--- src/rtl/program_loader.sv ---
// Instruction store for the 2-bit CPU with a valid/ready program-load port.
// Holds the CPU in reset until a full DEPTH-word program has been written.
module program_loader #(
    parameter int INSTR_WIDTH = 2,
    parameter int DEPTH       = 4,
    parameter int ADDR_WIDTH  = 2
) (
    input  logic                   clk,
    input  logic                   reset_n,
    input  logic                   load_start,
    input  logic                   in_valid,
    input  logic [INSTR_WIDTH-1:0] in_data,
    output logic                   in_ready,
    input  logic [ADDR_WIDTH-1:0]  rd_addr,
    output logic [INSTR_WIDTH-1:0] rd_data,
    output logic                   cpu_reset,
    output logic                   load_done,
    output logic [ADDR_WIDTH:0]    word_count
);

    // One-hot so every control output is a single flop bit (glitch-free).
    typedef enum logic [2:0] {
        IDLE = 3'b001,
        LOAD = 3'b010,
        RUN  = 3'b100
    } state_e;

    localparam logic [ADDR_WIDTH:0] LAST_CNT = (ADDR_WIDTH+1)'(DEPTH - 1);

    state_e                  state_q, state_d;
    logic [ADDR_WIDTH-1:0]   wr_ptr_q, wr_ptr_d;
    logic [ADDR_WIDTH:0]     word_count_q, word_count_d;
    logic [INSTR_WIDTH-1:0]  mem_q [DEPTH];
    logic [INSTR_WIDTH-1:0]  mem_d [DEPTH];
    logic                    accept;

    // load_start wins over a simultaneous word; that word is dropped.
    assign accept = (state_q == LOAD) && in_valid && !load_start;

    always_ff @(posedge clk or negedge reset_n) begin
        if (!reset_n) begin
            state_q      <= IDLE;
            wr_ptr_q     <= '0;
            word_count_q <= '0;
            for (int i = 0; i < DEPTH; i++) mem_q[i] <= '0;
        end else begin
            state_q      <= state_d;
            wr_ptr_q     <= wr_ptr_d;
            word_count_q <= word_count_d;
            for (int i = 0; i < DEPTH; i++) mem_q[i] <= mem_d[i];
        end
    end

    always_comb begin
        state_d      = state_q;
        wr_ptr_d     = wr_ptr_q;
        word_count_d = word_count_q;
        for (int i = 0; i < DEPTH; i++) mem_d[i] = mem_q[i];
        if (load_start) begin
            state_d      = LOAD;
            wr_ptr_d     = '0;
            word_count_d = '0;
        end else if (accept) begin
            mem_d[wr_ptr_q] = in_data;
            wr_ptr_d        = wr_ptr_q + ADDR_WIDTH'(1);
            word_count_d    = word_count_q + (ADDR_WIDTH+1)'(1);
            if (word_count_q == LAST_CNT) state_d = RUN;
        end
    end

    always_comb begin
        in_ready  = 1'b0;
        cpu_reset = 1'b1;
        load_done = 1'b0;
        case (state_q)
            LOAD:    in_ready = 1'b1;
            RUN: begin
                cpu_reset = 1'b0;
                load_done = 1'b1;
            end
            default: ;
        endcase
    end

    assign word_count = word_count_q;
    assign rd_data    = mem_q[rd_addr];

endmodule

--- config.mk ---
export PLATFORM = sky130hd
export DESIGN_NAME = program_loader
export DESIGN_NICKNAME = d
export VERILOG_FILES = /design/src/rtl/program_loader.sv
export SDC_FILE = /design/constraint.sdc
export NUM_CORES = 1
export LEC_CHECK = 0
export ABC_AREA = 1
export BUFFER_PORTS_ARGS = -buffer_cell sky130_fd_sc_hd__buf_4
export CAP_MARGIN = 5
export CORE_MARGIN = 3
export CORE_UTILIZATION = 40
export CTS_CLUSTER_SIZE = 12
export DETAILED_ROUTE_END_ITERATION = 7
export RECOVER_POWER = 100
export SLEW_MARGIN = 5
export SYNTH_ARGS = -nofsm -noshare
export SYNTH_HDL_FRONTEND = slang
export SYNTH_SLANG_ARGS = --single-unit
--- constraint.sdc ---
create_clock -name clk -period 3.2 [get_ports clk]
set_input_delay 0.64 -clock clk [delete_from_list [all_inputs] [get_ports clk]]
set_output_delay 0.64 -clock clk [all_outputs]
set_load 0.01 [all_outputs]
==> results.sh <==
export IMPL_fin_crit_ns=1.91
export IMPL_synth_seq_cells=16
export IMPL_startpoint_type="flop"
export IMPL_port_buffer_count=15
export IMPL_run_status="finished clean"
export IMPL_num_rows=16
export IMPL_finalHoldViolations=0
export IMPL_synth_area_sq_um=860
export IMPL_setup_ws_ns=1.29
export IMPL_place_congestion=0.716
export IMPL_worstMarginPinSlew_ns=0.835
export IMPL_syn_nets=114
export IMPL_cts_tree="done"
export IMPL_muxShareOfSynthArea=0
export IMPL_ys_seq_area_frac=0.467
export IMPL_cap_viol_max_count=0
export IMPL_hpwlAfterDp_um=1340
export IMPL_ys_types=18
export IMPL_drv_slew=0
export IMPL_avgSynthCellArea_sq_um=8.60
export IMPL_grt_pass1_vias=703
export IMPL_antennaDiodeCount=0
export IMPL_yosys_area_share_simple=0.344
export IMPL_pin_count=16
export IMPL_ctsHoldBuffers=0
export IMPL_fin_nets=133
export IMPL_core_area_sq_um=2000
export IMPL_synth_fa_ha_area_frac=0.0873
export IMPL_root_buffer="clkbuf_4"
export IMPL_start_util=0.429
export IMPL_avgRoutedWirePerCell_um=12.0
export IMPL_die_w_um=52.4
export IMPL_setup_tns_ns=0
export IMPL_final_antenna_net_count=0
export IMPL_synth_xor_area_share=0
export IMPL_rsz0062_at_grt="no"
export IMPL_postCtsResizedCells=0
export IMPL_vias_per_cell=4.90
export IMPL_crit_fanout=5
export IMPL_synth_compound_area_frac=0.0437
export IMPL_cp_end_kind="output pin"
export IMPL_antenna_found_initial=0
export IMPL_crit_type="flop to output pin"
export IMPL_drc=0
export IMPL_grt_overflow=0
export IMPL_via_count=711
export IMPL_vdd_drop_max_mv=0.261
export IMPL_hp_class="primary input to asynchronous set/reset pin"
export IMPL_yosys_area_top_type="dfrtp_1"
export IMPL_finClkSkew_ns=0.00619
export IMPL_dp_slack_ns=1.34
export IMPL_nFillCells=212
export IMPL_grt_max_degree=17
export IMPL_yosys_warnings=0
export IMPL_area_growth_syn_to_layout_pct=12.7
export IMPL_synth_top_family_by_area="simple AND/OR/NAND/NOR gates"
export IMPL_first_iter_violations=14
export IMPL_fmax_mhz=522
export IMPL_drtPass1Iterations=4
export IMPL_required_ns=2.56
export IMPL_synthTopCellsByArea="dfrtp_1, nand2_1, ha_1"
export IMPL_seq_area_sq_um=402
export IMPL_syn_inst=100
export IMPL_drive_gt1_frac=0.127
export IMPL_layout_worst_path_cycle_share=0.598
export IMPL_clkTransAtPathRegs_ns=0.10
export IMPL_cts_setup_buffers=0
export IMPL_cts_made_buffers=3
export IMPL_multi_input_area_sq_um=369
export IMPL_p_per_area_nw_per_um2=489
export IMPL_gr_usage_all_layers=0.149
export IMPL_synth_top_area_frac=0.437
export IMPL_max_slew_margin=0.444
export IMPL_drt_total_wl_um=1740
export IMPL_htreeDepth=1
export IMPL_clock_path_buffers=2
export IMPL_cts_sinks=16
export IMPL_crit_arrival_ns=1.27
export IMPL_setup_violations=0
export IMPL_dieHeight_um=52.4
export IMPL_grt_pass1_wl_um=2990
export IMPL_p_leak_nw=0.510
export IMPL_clk_latency_ns=0.29
export IMPL_die_area_sq_um=2740
==> metrics by stage <==
step	power, mW	cell area (sq um)	utilization	cells	hold slack [ns]
floorplan	0.309	860	-	100	0.344
global placement	0.349	1000	0.500	141	0.466
detailed placement	0.352	1000	0.500	141	0.459
CTS	0.490	1040	0.518	145	0.187
global route	0.505	968	0.484	145	0.478
finish	0.474	968	0.484	145	0.410
==> per-layer routing <==
layer / track usage / vias up / wire length (um)
met2: 0.244 / 14 / 843
met5: 0 / - / 0
met1: 0.176 / 324 / 786
met3: 0.0370 / 5 / 72
met4: 0.0809 / 0 / 34
li1: - / 368 / -
==> cell families after synthesis <==
kind of cell | Yosys count
AOI/OAI and AO/OA | 7
adders and majority gates | 6
buffers and inverters | 13
DFF | 16
and+or+nand+nor | 58
==> critical path, cell delays in order (launching register included) <==
cell and delay [ns]:
dfstp_1 0.39, inv_2 0.06, nand2_1 0.05, nor2_1 0.29, buf_4 0.19
==> Yosys cell counts <==
cell type  number
inv_2           4
nor2_1          5
nor3_1          1
nor3_2          1
dfstp_2         1
nor2_8          1
o21ai_0         4
a21oi_1         1
buf_2           1
nand2_1        35
dfrtp_1        15
inv_1           8
nand3_4         1
nor2_4          1
nor2_2          1
o22ai_1         2
nand4_1        12
ha_1            6
==> registers in the layout (all words and copies together), names as in the netlist <==
signal and cells:
wr_ptr_q 2, word_count 3, mem_q 8, state_q 3
==> path summary, 6_finish.rpt <==
path                                              from  slack [ns]  depth (start not counted)                       to
worst min register to register    mem_q[3]$_DFFE_PN0P_        0.48                          2     mem_q[3]$_DFFE_PN0P_
max in group asynchronous                      reset_n        2.27                          1     mem_q[6]$_DFFE_PN0P_
min in group clk                  mem_q[3]$_DFFE_PN0P_        0.48                          2     mem_q[3]$_DFFE_PN0P_
worst max-delay path            state_q[0]$_DFFE_PN1P_        1.29                          4                 in_ready
worst max register to register  state_q[2]$_DFFE_PN0P_        1.65                          6  wr_ptr_q[1]$_DFFE_PN0P_
worst min-delay path                           reset_n        0.41                          1     mem_q[5]$_DFFE_PN0P_
==> power breakdown <==
group / leakage [nW] / switching [mW] / internal [mW]
combinational: 0.285 / 0.0508 / 0.0325
clock: 0.0210 / 0.0675 / 0.0694
sequential: 0.204 / 0.0205 / 0.233
==> layout by cell type, fill, tap and decap left out <==
cell	instances
dfrtp_1	15
inv_1	9
nor3_1	1
dfstp_1	1
clkbuf_8	1
nor2_1	8
inv_2	3
o21ai_0	4
clkbuf_1	8
a21oi_1	1
ha_1	6
o22ai_1	2
nand3_1	1
clkbuf_4	3
nand2_1	35
nand4_1	12
buf_4	7
nor3_2	1
==> final cells by class <==
type / count / share of cell area
Multi-Input combinational cell: 71 / 0.381
Tap cell: 27 / 0.0349
Inverter: 12 / 0.0465
Sequential cell: 16 / 0.415
Clock buffer: 4 / 0.0375
Timing Repair Buffer: 15 / 0.0853
No activity file was read; power rests on OpenSTA's default activity.
